<file path="src/rtl/program_fetch_unit_pkg.sv">
`default_nettype none
// ============================================================================
// program_fetch_unit_pkg : shared fetch-stage types and constants
// Revision: 1.0
// ============================================================================
package program_fetch_unit_pkg;

   localparam int c_LANE_W              = 8;
   localparam int c_ADDR_WIDTH_DEFAULT  = 8;
   localparam int c_INSTR_BYTES_DEFAULT = 4;

   typedef enum logic [0:0] {
      FETCH = 1'b0,
      STALL = 1'b1
   } fetch_state_e;

endpackage
`default_nettype wire

</file>
<file path="src/rtl/program_fetch_unit_if.sv">
`default_nettype none
// ============================================================================
// program_fetch_unit_if : ROM, decoder and redirect signals of the fetch stage
// Revision: 1.0
// ============================================================================
interface program_fetch_unit_if
   import program_fetch_unit_pkg::*;
#(
   parameter int ADDR_WIDTH  = c_ADDR_WIDTH_DEFAULT,
   parameter int INSTR_BYTES = c_INSTR_BYTES_DEFAULT
);

   logic [ADDR_WIDTH-1:0]              rom_address;
   logic [c_LANE_W-1:0]                rom_data;
   logic                               instr_valid;
   logic                               instr_ready;
   logic [c_LANE_W*INSTR_BYTES-1:0]    instr;
   logic [ADDR_WIDTH-1:0]              instr_pc;
   logic                               jump_valid;
   logic [ADDR_WIDTH-1:0]              jump_target;
   logic                               fetch_stalled;

   modport master (
      output rom_address, instr_valid, instr, instr_pc, fetch_stalled,
      input  rom_data, instr_ready, jump_valid, jump_target
   );

   modport slave (
      input  rom_address, instr_valid, instr, instr_pc, fetch_stalled,
      output rom_data, instr_ready, jump_valid, jump_target
   );

endinterface
`default_nettype wire

</file>
<file path="src/rtl/fetch_output_buffer.sv">
`default_nettype none
// ============================================================================
// fetch_output_buffer : one-entry valid/ready holding register with flush
// Revision: 1.0
// ============================================================================
module fetch_output_buffer
   import program_fetch_unit_pkg::*;
#(
   parameter int ADDR_WIDTH = c_ADDR_WIDTH_DEFAULT,
   parameter int WORD_W     = c_LANE_W * c_INSTR_BYTES_DEFAULT
)
(
   input  wire                   clk,
   input  wire                   rst,
   input  wire                   flush_i,
   input  wire                   load_i,
   input  wire                   ready_i,
   input  wire [WORD_W-1:0]      word_i,
   input  wire [ADDR_WIDTH-1:0]  pc_i,
   output logic                  valid_o,
   output logic [WORD_W-1:0]     word_o,
   output logic [ADDR_WIDTH-1:0] pc_o
);

   logic                  valid_q;
   logic [WORD_W-1:0]     word_q;
   logic [ADDR_WIDTH-1:0] pc_q;

   // Flush only drops the valid flag; word and pc keep their last value.
   always_ff @(posedge clk) begin
      if (rst) begin
         valid_q <= 1'b0;
         word_q  <= '0;
         pc_q    <= '0;
      end else if (flush_i) begin
         valid_q <= 1'b0;
      end else if (load_i) begin
         valid_q <= 1'b1;
         word_q  <= word_i;
         pc_q    <= pc_i;
      end else if (valid_q && ready_i) begin
         valid_q <= 1'b0;
      end
   end

   assign valid_o = valid_q;
   assign word_o  = word_q;
   assign pc_o    = pc_q;

endmodule
`default_nettype wire

</file>
<file path="src/rtl/program_fetch_unit.sv">
`default_nettype none
// ============================================================================
// program_fetch_unit : byte-serial ROM fetch assembling multi-byte instructions
// Revision: 1.0
// ============================================================================
module program_fetch_unit
   import program_fetch_unit_pkg::*;
#(
   parameter int                    ADDR_WIDTH  = c_ADDR_WIDTH_DEFAULT,
   parameter int                    INSTR_BYTES = c_INSTR_BYTES_DEFAULT,
   parameter logic [ADDR_WIDTH-1:0] RESET_PC    = '0
)
(
   input  wire                   clk,
   input  wire                   rst,
   program_fetch_unit_if.master  bus
);

   localparam int WORD_W = c_LANE_W * INSTR_BYTES;
   localparam int IDX_W  = (INSTR_BYTES > 1) ? $clog2(INSTR_BYTES) : 1;
   localparam logic [IDX_W-1:0] c_LAST_IDX = IDX_W'(INSTR_BYTES - 1);

   fetch_state_e          state_q;
   logic [IDX_W-1:0]      byte_idx_q;
   logic [ADDR_WIDTH-1:0] rom_addr_q;
   logic [WORD_W-1:0]     asm_word_q;
   logic [ADDR_WIDTH-1:0] asm_pc_q;
   logic                  stalled_q;

   logic [WORD_W-1:0]     merged_word_d;
   logic [WORD_W-1:0]     load_word_d;
   logic [ADDR_WIDTH-1:0] load_pc_d;
   logic                  buf_valid;
   logic [WORD_W-1:0]     buf_word;
   logic [ADDR_WIDTH-1:0] buf_pc;
   logic                  handshake;
   logic                  final_byte;
   logic                  buf_load;

   // Assembly word with the current ROM byte dropped into its lane.
   for (genvar g = 0; g < INSTR_BYTES; g++) begin : g_lane
      assign merged_word_d[g*c_LANE_W +: c_LANE_W] =
         (byte_idx_q == IDX_W'(g)) ? bus.rom_data : asm_word_q[g*c_LANE_W +: c_LANE_W];
   end

   assign handshake  = buf_valid && bus.instr_ready;
   assign final_byte = (state_q == FETCH) && (byte_idx_q == c_LAST_IDX);
   assign buf_load   = !bus.jump_valid &&
                       ((final_byte && (!buf_valid || handshake)) ||
                        ((state_q == STALL) && handshake));

   // Single-byte words complete on byte 0, before asm_pc_q has been written.
   assign load_word_d = (state_q == FETCH) ? merged_word_d : asm_word_q;
   assign load_pc_d   = ((state_q == FETCH) && (byte_idx_q == '0)) ? rom_addr_q : asm_pc_q;

   always_ff @(posedge clk) begin
      if (rst) begin
         state_q    <= FETCH;
         byte_idx_q <= '0;
         rom_addr_q <= RESET_PC;
         asm_word_q <= '0;
         asm_pc_q   <= '0;
         stalled_q  <= 1'b0;
      end else if (bus.jump_valid) begin
         state_q    <= FETCH;
         byte_idx_q <= '0;
         rom_addr_q <= bus.jump_target;
         asm_word_q <= '0;
         asm_pc_q   <= '0;
         stalled_q  <= 1'b0;
      end else begin
         case (state_q)
            FETCH: begin
               asm_word_q <= merged_word_d;
               if (byte_idx_q == '0) begin
                  asm_pc_q <= rom_addr_q;
               end
               rom_addr_q <= rom_addr_q + ADDR_WIDTH'(1);
               if (byte_idx_q == c_LAST_IDX) begin
                  byte_idx_q <= '0;
                  if (buf_valid && !handshake) begin
                     state_q   <= STALL;
                     stalled_q <= 1'b1;
                  end
               end else begin
                  byte_idx_q <= byte_idx_q + IDX_W'(1);
               end
            end
            STALL: begin
               if (handshake) begin
                  state_q    <= FETCH;
                  stalled_q  <= 1'b0;
                  byte_idx_q <= '0;
               end
            end
            default: begin
               state_q   <= FETCH;
               stalled_q <= 1'b0;
            end
         endcase
      end
   end

   fetch_output_buffer #(
      .ADDR_WIDTH (ADDR_WIDTH),
      .WORD_W     (WORD_W)
   ) u_out_buf (
      .clk     (clk),
      .rst     (rst),
      .flush_i (bus.jump_valid),
      .load_i  (buf_load),
      .ready_i (bus.instr_ready),
      .word_i  (load_word_d),
      .pc_i    (load_pc_d),
      .valid_o (buf_valid),
      .word_o  (buf_word),
      .pc_o    (buf_pc)
   );

   assign bus.rom_address   = rom_addr_q;
   assign bus.fetch_stalled = stalled_q;
   assign bus.instr_valid   = buf_valid;
   assign bus.instr         = buf_word;
   assign bus.instr_pc      = buf_pc;

endmodule
`default_nettype wire
</file>
<file path="src/flat_wrapper.sv">
// flat-port wrapper written by rule: the top's interface ports become plain ports
module program_fetch_unit_flat import program_fetch_unit_pkg::*;
#(
   parameter int                    ADDR_WIDTH  = c_ADDR_WIDTH_DEFAULT,
   parameter int                    INSTR_BYTES = c_INSTR_BYTES_DEFAULT,
   parameter logic [ADDR_WIDTH-1:0] RESET_PC    = '0
)
  (clk, rst, bus_rom_address, bus_instr_valid, bus_instr, bus_instr_pc, bus_fetch_stalled, bus_rom_data, bus_instr_ready, bus_jump_valid, bus_jump_target);
  program_fetch_unit_if #(.ADDR_WIDTH(ADDR_WIDTH), .INSTR_BYTES(INSTR_BYTES)) bus_i ();
  input  wire clk;
  input  wire rst;
  output wire logic [$bits(bus_i.rom_address)-1:0] bus_rom_address;
  output wire logic [$bits(bus_i.instr_valid)-1:0] bus_instr_valid;
  output wire logic [$bits(bus_i.instr)-1:0] bus_instr;
  output wire logic [$bits(bus_i.instr_pc)-1:0] bus_instr_pc;
  output wire logic [$bits(bus_i.fetch_stalled)-1:0] bus_fetch_stalled;
  input wire logic [$bits(bus_i.rom_data)-1:0] bus_rom_data;
  input wire logic [$bits(bus_i.instr_ready)-1:0] bus_instr_ready;
  input wire logic [$bits(bus_i.jump_valid)-1:0] bus_jump_valid;
  input wire logic [$bits(bus_i.jump_target)-1:0] bus_jump_target;
  assign bus_rom_address = bus_i.rom_address;
  assign bus_instr_valid = bus_i.instr_valid;
  assign bus_instr = bus_i.instr;
  assign bus_instr_pc = bus_i.instr_pc;
  assign bus_fetch_stalled = bus_i.fetch_stalled;
  assign bus_i.rom_data = bus_rom_data;
  assign bus_i.instr_ready = bus_instr_ready;
  assign bus_i.jump_valid = bus_jump_valid;
  assign bus_i.jump_target = bus_jump_target;
  program_fetch_unit #(.ADDR_WIDTH(ADDR_WIDTH), .INSTR_BYTES(INSTR_BYTES), .RESET_PC(RESET_PC)) u_core (.clk(clk), .rst(rst), .bus(bus_i));
endmodule
</file>
<file path="config.mk">
export PLATFORM = sky130hd
export DESIGN_NAME = program_fetch_unit_flat
export DESIGN_NICKNAME = d
export VERILOG_FILES = /design/src/rtl/program_fetch_unit_pkg.sv /design/src/rtl/program_fetch_unit_if.sv /design/src/rtl/fetch_output_buffer.sv /design/src/rtl/program_fetch_unit.sv /design/src/flat_wrapper.sv
export SDC_FILE = /design/constraint.sdc
export NUM_CORES = 1
export LEC_CHECK = 0
export BUFFER_PORTS_ARGS = -buffer_cell sky130_fd_sc_hd__buf_2
export CORE_UTILIZATION = 35
export DETAILED_ROUTE_END_ITERATION = 10
export PLACE_DENSITY = 0.63
export SYNTH_ARGS = -nofsm -noshare
export SYNTH_HDL_FRONTEND = slang
export SYNTH_SLANG_ARGS = --single-unit
</file>
<file path="constraint.sdc">
create_clock -name clk -period 2 [get_ports clk]
set_clock_uncertainty 0.15 [all_clocks]
set_input_delay 0.4 -clock clk [delete_from_list [all_inputs] [get_ports clk]]
set_output_delay 0.4 -clock clk [all_outputs]
set_load 0.03 [all_outputs]
</file>
* Word-level counts from Yosys, hierarchy flattened *
Index checks and enable logic that the tools add are counted.

word-level totals
  bits of input ports = 20
  output and inout bits = 50
  logic and storage cells = 58
  register bits after elaboration = 93

cells by class
  $add $sub $neg = 2
  reductions and logical operators = 18
  mux-type cells = 20
  bitwise logic cells = 2
  equal/unequal tests = 7

operator list
  cell                 count
  $mux 8               7
  $mux 32              1
  $add 8x1->8 const B  1
  $logic_and 1x1->1    7
  $mux 1               7
  $ne 2x2->1 const B   3
  $eq 2x2->1 const B   2
  $mux 2               2
  $pmux 1 s2           2
  $pmux 2 s2           1
  $reduce_and 2->1     2
  $logic_not 1->1      3
  $reduce_and 3->1     1
  $add 2x1->2 const B  1
  $eq 2x1->1 const B   1
  $logic_not 2->1      1
  $logic_or 1x1->1     2
  $ne 2x1->1 const B   1
  $not 1->1            2
  $reduce_bool 2->1    1
  $reduce_or 2->1      1

* Logic depth before layout (Yosys ltp) *
Gate-level depths: netlist of the first run.

  depth in word-level cells = 6
  gate-level depth with buffers = 7
  mapped depth without buffers = 5

* Hierarchy *
From an unflattened synthesis of the first run, not the netlist that was laid out.

second synthesis, totals
  cells, all modules = 407
  area, all modules = 4184.0 µm²

modules (own cells, without submodules)
  module               area each (µm²)  cells each  times used  sequential area each (µm²)
  program_fetch_unit   2309.7           221         1           1041.0
  fetch_output_buffer  1874.3           186         1           820.8

* Least setup slack after synthesis of the first run *
No wires, ideal clock.

  path type = reg-to-reg
  start = reg u_core.byte_idx_q[0]
  end = reg u_core.u_out_buf.pc_q[0] (netlist: u_core.u_out_buf.pc_o[0])
  clock period less this slack = 1.698 ns
  setup time = 0.081 ns
  stages on the path, launching flop included = 8
  path slack = 0.302 ns
  buffers on the path = 3
  data arrival time = 1.467 ns
  data required time = 1.769 ns
  path through = dfxtp_1 -> ha_1 -> or2_1 -> clkbuf_2 -> and4_4 -> buf_6 -> buf_4 -> a211oi_2

between the ends
  word-level cells in the longest chain between the ends = 6
  elaborated cells on any way between the ends = 9
  those cells by class = eq/ne: 1; mux: 1; reduce/logical: 7

ends and longest elaborated chain
  what                        line                       RTL
  start: declaration          program_fetch_unit.sv:24   logic [IDX_W-1:0] byte_idx_q;
  start signal: assignment    program_fetch_unit.sv:86   byte_idx_q <= byte_idx_q + IDX_W'(1);
  $eq 2x2->1                  program_fetch_unit.sv:47   assign final_byte = (state_q == FETCH) && (byte_idx_q == c_LAST_IDX);
  $logic_and 1x1->1           program_fetch_unit.sv:47
  $logic_and 1x1->1           program_fetch_unit.sv:49   ((final_byte && (!buf_valid || handshake)) ||
  $logic_or 1x1->1            program_fetch_unit.sv:49
  $logic_and 1x1->1           program_fetch_unit.sv:48   assign buf_load = !bus.jump_valid &&
  $reduce_and 2->1 (no line)  n/a
  end signal: assignment      fetch_output_buffer.sv:40  pc_q <= pc_i;
  end: declaration            fetch_output_buffer.sv:27  logic [ADDR_WIDTH-1:0] pc_q;

Several ways; a longest one is shown, not always the timed one.
A chain may end at the register's enable or synchronous reset.

* Final worst setup path of the first run *
  start = reg u_core.byte_idx_q[0]
  end = reg u_core.u_out_buf.word_q[7] (netlist: u_core.u_out_buf.word_o[7])

between the ends
  word-level cells in the longest chain between the ends = 6
  elaborated cells on any way between the ends = 9
  those cells by class = eq/ne: 1; mux: 2; reduce/logical: 6

ends and longest elaborated chain
  what                        line                       RTL
  $eq 2x2->1                  program_fetch_unit.sv:47
  $logic_and 1x1->1           program_fetch_unit.sv:47
  $logic_and 1x1->1           program_fetch_unit.sv:49
  $logic_or 1x1->1            program_fetch_unit.sv:49
  $logic_and 1x1->1           program_fetch_unit.sv:48
  $reduce_and 2->1 (no line)  n/a
  end signal: assignment      fetch_output_buffer.sv:39  word_q <= word_i;
  end: declaration            fetch_output_buffer.sv:26  logic [WORD_W-1:0] word_q;

Several ways; a longest one is shown, not always the timed one.

==> results of run 1 <==
## state kept, by name, summed over array words and instances, names as in the netlist, 2 cells and up
| name | cells |
|---|---|
| u_core.asm_word_q | 32 |
| u_core.u_out_buf.word_o | 32 |
| u_core.asm_pc_q | 8 |
| u_core.bus.rom_address | 8 |
| u_core.u_out_buf.pc_o | 8 |
| u_core.byte_idx_q | 2 |
## layer usage
metal  up-vias  GRT usage
li1       1490          -
met1      1515      0.236
met2        73      0.289
met3        14     0.0452
met4         0     0.0801
met5         -          0
## through the flow
stage          TNS (ns)  total power [mW]  std cells  hold WS [ns]
4_1_cts               0              3.87        568         0.149
2_1_floorplan         0              2.17        369         0.323
6_report              0              3.84        569         0.158
3_5_place_dp          0              2.29        552         0.320
5_1_grt        -0.00834              3.98        569         0.160
3_3_place_gp          0              2.29        552         0.305
## worst max-delay path, delay by kind of cell (launching register included)
kind / cells / cell delay [ns]
buf+inv: 1 / 0.35
flops: 1 / 0.42
simple gates: 1 / 0.24
fa+ha+maj: 1 / 0.23
compound gates: 2 / 0.42
## power by group through the flow
stage	sequential, mW	combinational, mW	clock (mW)
floorplan	1.99	0.185	0
global placement	1.95	0.333	0
detailed placement	1.96	0.338	0
CTS	1.91	0.340	1.61
global route	1.92	0.365	1.70
finish	1.92	0.340	1.58
## what timing repair did
item / in CTS / in global routing
setup endpoints to repair: 0 / 39
setup buffers: 0 / 0
gates resized for setup: 0 / 2
## final cells by class
| type | instances | area [µm²] | area share |
|---|---|---|---|
| clock buffer | 13 | 250 | 0.0531 |
| clock inverter | 3 | 21.3 | 0.00451 |
| tap | 140 | 175 | 0.0372 |
| timing repair buffer | 85 | 507 | 0.108 |
| multi-input combinational | 231 | 1880 | 0.400 |
| inverter | 4 | 15.0 | 0.00319 |
| sequential | 93 | 1860 | 0.395 |
## placed cells by master, fill, tap and decap left out, drive strengths merged, types with 3 or more instances in the layout
| master | count |
|---|---|
| a211oi | 44 |
| a21oi | 5 |
| a41oi | 40 |
| and4 | 4 |
| buf | 85 |
| clkbuf | 13 |
| dfxtp | 93 |
| ha | 5 |
| inv | 4 |
| mux2i | 40 |
| nand2 | 8 |
| nand2b | 8 |
| nand3 | 3 |
| nor2 | 47 |
| or2 | 3 |
## worst min-delay path by stage
stage                             startpoint  slack [ns]  cells past startpoint                         to
floorplan              u_core.asm_word_q[30]        0.32                      2      u_core.asm_word_q[30]
global placement    u_core.bus.fetch_stalled        0.30                      2   u_core.bus.fetch_stalled
detailed placement  u_core.bus.fetch_stalled        0.32                      2   u_core.bus.fetch_stalled
CTS                       bus_jump_target[1]        0.15                      3  u_core.bus.rom_address[1]
global route              bus_jump_target[1]        0.16                      3  u_core.bus.rom_address[1]
finish                    bus_jump_target[1]        0.16                      3  u_core.bus.rom_address[1]
## logic make-up after synthesis
| kind of cell | Yosys count | share of synthesized area |
|---|---|---|
| flops | 93 | 0.470 |
| mux | 41 | 0.104 |
| fa+ha+maj | 5 | 0.0158 |
| compound gates | 97 | 0.244 |
| buf+inv | 46 | 0.0569 |
| simple gates | 83 | 0.0999 |
| xor+xnor | 4 | 0.00885 |
==> results.cfg, run 1 <==
[run_status]
status = finished clean

[critical_path]
worst_setup_path_startpoint = u_core.byte_idx_q[0]
rr_startpoint = u_core.byte_idx_q[0]
timing.rr.end = u_core.u_out_buf.word_o[7]
critical_path.cell_chain = ha_1 > or2_1 > buf_6 > a41oi_1 > a211oi_2
worst-path-max-fanout = 40
critical_path_arrival_ns = 2.01
start_kind = register
critical-path-slowest-cell = sky130_fd_sc_hd__dfxtp_1
critPathKind = reg2reg
cell_depth_of_the_worst_flop_to_flop_path = 5
worst_path_largest_cell_delay_ns = 0.42
cp-endpoint = u_core.u_out_buf.word_o[7]
crit_path_end_kind = register
reg2reg_setup_slack_ns = 0.10
data_required_critical_path_ns = 2.12

[pwr]
intPower_mw = 2.89
leakage_nw = 1.83
power_density_nw_per_um2 = 814
comb_power_share = 0.089
pwr-share-seq = 0.499
net_switching_power_uw = 947
max-vdd-ir-drop_mv = 0.336
switching_share_of_total_power = 0.247
clock_power_share = 0.412

[routing]
top_layer = met4
detailroute.wirelength.met3_um = 464
wire_per_inst_um = 18.6
met1_length_um = 4910
vias_after_detailed_routing = 3092
drt_iter0_drc = 159
firstDrtPassIters = 4
routed-wl-met2_um = 4960
detail_route.drc_violations = 0
via_per_inst = 5.43
routed_wirelength_um = 10600
antenna_left = 0

[cells_and_area]
diodes = 0
area_growth_syn_to_layout_pct = 19.1
ratio_of_cells_with_drive_above_1_in_the_final_layout = 0.336
fin_area_um2 = 4710
nNetsFinal = 449
fillerInstances = 1052
postLayoutCoreUtil = 0.431

[global_route]
grt_overflow = 0
antenna_violations_before_repair = 0
grt_pass1_vias = 3012
global_route_usage_sum = 0.183
maximum_number_of_pins_on_one_net_before_global_route_repair = 53
global_route_wire_length_before_repair_um = 16100

[yosys]
synth_area_um2 = 3960
synthTopCellsByArea = sky130_fd_sc_hd__dfxtp_1 (47%), sky130_fd_sc_hd__a211oi_2 (13%), sky130_fd_sc_hd__mux2i_1 (10%), sky130_fd_sc_hd__a41oi_1 (8.8%), sky130_fd_sc_hd__nor2_1 (4.5%)
synth_top_flop_cell = sky130_fd_sc_hd__dfxtp_1
post_synth_inst_count = 369
synthesis.nets = 394
fraction_of_synthesized_cell_area_taken_by_the_top_area_cell_type = 0.470
synthesis.area_per_instance_um2 = 10.7
asyncSetResetFlopFracSynth = 0
synth-edff-count = 0
synth.yosys.warnings = 0
synth_top_area_cell = sky130_fd_sc_hd__dfxtp_1
synthMostInstantiatedCell = sky130_fd_sc_hd__dfxtp_1
synth-seq-area-share = 0.470
number_of_distinct_library_cells_after_synthesis = 41
synth-seq-cells = 93
ranking_of_synthesized_cells_by_instance_count = sky130_fd_sc_hd__dfxtp_1 (93), sky130_fd_sc_hd__nor2_1 (47), sky130_fd_sc_hd__a211oi_2 (40), sky130_fd_sc_hd__a41oi_1 (40), sky130_fd_sc_hd__mux2i_1 (40)

[place]
post-dp-hpwl_um = 6180
gp_routability_congestion = 0.770
area_of_placed_instances_um2 = 4430
pre_cts_slack_ns = 0.0913
io_buffers = 69

[floorplanning]
core_area_um2 = 10900
floorplan.die.height_um = 108
initial_core_util = 0.362
dieArea_um2 = 11700
rows = 38
die_width_um = 108
boundaryPins = 70

[sta]
min_period_ns = 1.90
hold_viol_final = 0
relSlewSlack = 0.685
final_period_util = 0.948
finalWorstSetupSlack_ns = 0.103
achievable-frequency_mhz = 527
report.final.setup_viol = 0
timing_max_transition_violations_final = 0
worstMarginPinSlew_ns = 0.473

[clock_tree]
clkTransAtPathRegs_ns = 0.07
clk_root_buffer_cell = sky130_fd_sc_hd__clkbuf_16
ctsHtreeMaxLevel = 3
cts-hold-fix-buffers = 0
clock_insertion_delay_worst_skew_ns = 0.34
number_of_buffers_on_the_longest_clock_path = 2
cts-buffers-inserted = 9
tritoncts = done
clock_sinks = 93

[job]
cap_viol_max_count = 0

[min_path]
type_of_the_most_critical_hold_path = in2reg
Power figures use the tool's default switching activity.
==> inputs of run 2 (changes only) <==
- MAX_ROUTING_LAYER: default -> met4
==> results.cfg, run 2 (synthesis results as in run 1) <==
[floorplanning]
boundaryPins = 70
floorplan.die.height_um = 108
die_width_um = 108
core_area_um2 = 10900
rows = 38
dieArea_um2 = 11700
initial_core_util = 0.362

[routing]
vias_after_detailed_routing = 3110
detail_route.drc_violations = 0
drt_iter0_drc = 150
firstDrtPassIters = 4
wire_per_inst_um = 18.7
via_per_inst = 5.47
routed_wirelength_um = 10600
antenna_left = 0

[cells_and_area]
final_common_cell = sky130_fd_sc_hd__dfxtp_1
ratio_of_cells_with_drive_above_1_in_the_final_layout = 0.336
final_cell_mix = sky130_fd_sc_hd__dfxtp_1 (93), sky130_fd_sc_hd__buf_2 (69), sky130_fd_sc_hd__nor2_1 (47)
diodes = 0
finish.cell_count_without_fillers = 569
area_growth_syn_to_layout_pct = 19.1
nNetsFinal = 449

[critical_path]
critical_path_arrival_ns = 1.98
crit_path_end_kind = register
data_required_critical_path_ns = 2.11
worst-path-max-fanout = 40
cell_depth_of_the_worst_flop_to_flop_path = 5
critPathKind = reg2reg
start_kind = register

[place]
io_buffers = 69
post-dp-hpwl_um = 6180
gp_routability_congestion = 0.780
dpl.cell_count = 552
pre_cts_slack_ns = 0.0913

[global_route]
global_route_usage_sum = 0.188
antenna_violations_before_repair = 0
maximum_number_of_pins_on_one_net_before_global_route_repair = 53
grt_overflow = 0
grt_pass1_vias = 3015
global_route_wire_length_before_repair_um = 16200

[sta]
finalWorstSetupSlack_ns = 0.127
setup-tns-final_ns = 0
worstMarginPinSlew_ns = 0.480
timing_max_transition_violations_final = 0
achievable-frequency_mhz = 534
hold_viol_final = 0
report.final.setup_viol = 0
relSlewSlack = 0.680
timing.hold.ws_ns = 0.159
min_period_ns = 1.87
final_period_util = 0.936
unrepaired_setup_endpoints_after_global_routing = false

[pwr]
switching_share_of_total_power = 0.246
intPower_mw = 2.89
comb_power_share = 0.089
net_switching_power_uw = 945
max-vdd-ir-drop_mv = 0.334
power_density_nw_per_um2 = 813
pwr-share-seq = 0.500
clock_power_share = 0.412
leakage_nw = 1.83

[clock_tree]
clock_insertion_delay_worst_skew_ns = 0.34
clock_sinks = 93
cts-buffers-inserted = 9
ctsHtreeMaxLevel = 3
clk_root_buffer_cell = sky130_fd_sc_hd__clkbuf_16
cts-hold-fix-buffers = 0
number_of_buffers_on_the_longest_clock_path = 2
clkTransAtPathRegs_ns = 0.06
tritoncts = done

[run_status]
status = finished clean

[min_path]
type_of_the_most_critical_hold_path = in2reg
worst_hold_path.num_cells = 3

[job]
cap_viol_max_count = 0
==> run 2: cell counts in the layout (fill, tap and decap cells not counted) <==
Identical to the previous run, type by type.
==> run 2: layer usage <==
layer	part of all wire	wire, µm	vias up	global-route usage
met5	0	0	-	-
met3	0.041	437	16	0.0313
met1	0.46	4930	1524	0.240
met2	0.47	4990	75	0.288
met4	0.024	255	0	0.0917
li1	-	-	1495	-
==> run 2: final cells by class <==
class / count / area (µm²)
Clock inverter: 3 / 21.3
Inverter: 4 / 15.0
Fill cell: 1049 / 6220
Timing Repair Buffer: 85 / 507
Multi-Input combinational cell: 231 / 1880
Tap cell: 140 / 175
Sequential cell: 93 / 1860
Clock buffer: 13 / 250
==> run 2: worst max-delay path: stages, from the launching register on <==
cell	delay, ns
sky130_fd_sc_hd__dfxtp_1	0.41
sky130_fd_sc_hd__ha_1	0.23
sky130_fd_sc_hd__or2_1	0.23
sky130_fd_sc_hd__buf_6	0.34
sky130_fd_sc_hd__a41oi_1	0.19
sky130_fd_sc_hd__a211oi_2	0.24
==> run 2: final timing paths <==
check             slack (ns)                startpoint                     endpoint
hold / removal          0.16        bus_jump_target[1]    u_core.bus.rom_address[1]
setup reg to reg        0.13      u_core.byte_idx_q[0]  u_core.u_out_buf.word_o[30]
setup / recovery        0.13      u_core.byte_idx_q[0]  u_core.u_out_buf.word_o[30]
hold reg to reg         0.33  u_core.bus.fetch_stalled     u_core.bus.fetch_stalled
==> run 2: repair_timing <==
| item | 4_1_cts | 5_1_grt |
|---|---|---|
| endpoints found under the setup margin | 0 | 38 |
| buffers inserted | 0 | 0 |
| resized for setup | 0 | 2 |
==> run 2: power by group through the flow <==
stage,registers [mW],logic (mW),clock network (mW)
2_1_floorplan,1.99,0.185,0
3_3_place_gp,1.95,0.333,0
3_5_place_dp,1.96,0.338,0
4_1_cts,1.91,0.340,1.61
5_1_grt,1.92,0.365,1.69
6_report,1.92,0.340,1.58
==> run 2: per-stage QoR <==
| stage | power [mW] | util | cell area, µm² |
|---|---|---|---|
| after floorplan | 2.17 | - | 3960 |
| after global routing | 3.98 | 0.431 | 4710 |
| after detailed placement | 2.29 | 0.405 | 4430 |
| final | 3.83 | 0.431 | 4710 |
| after global placement | 2.29 | 0.405 | 4430 |
| after CTS | 3.87 | 0.430 | 4700 |
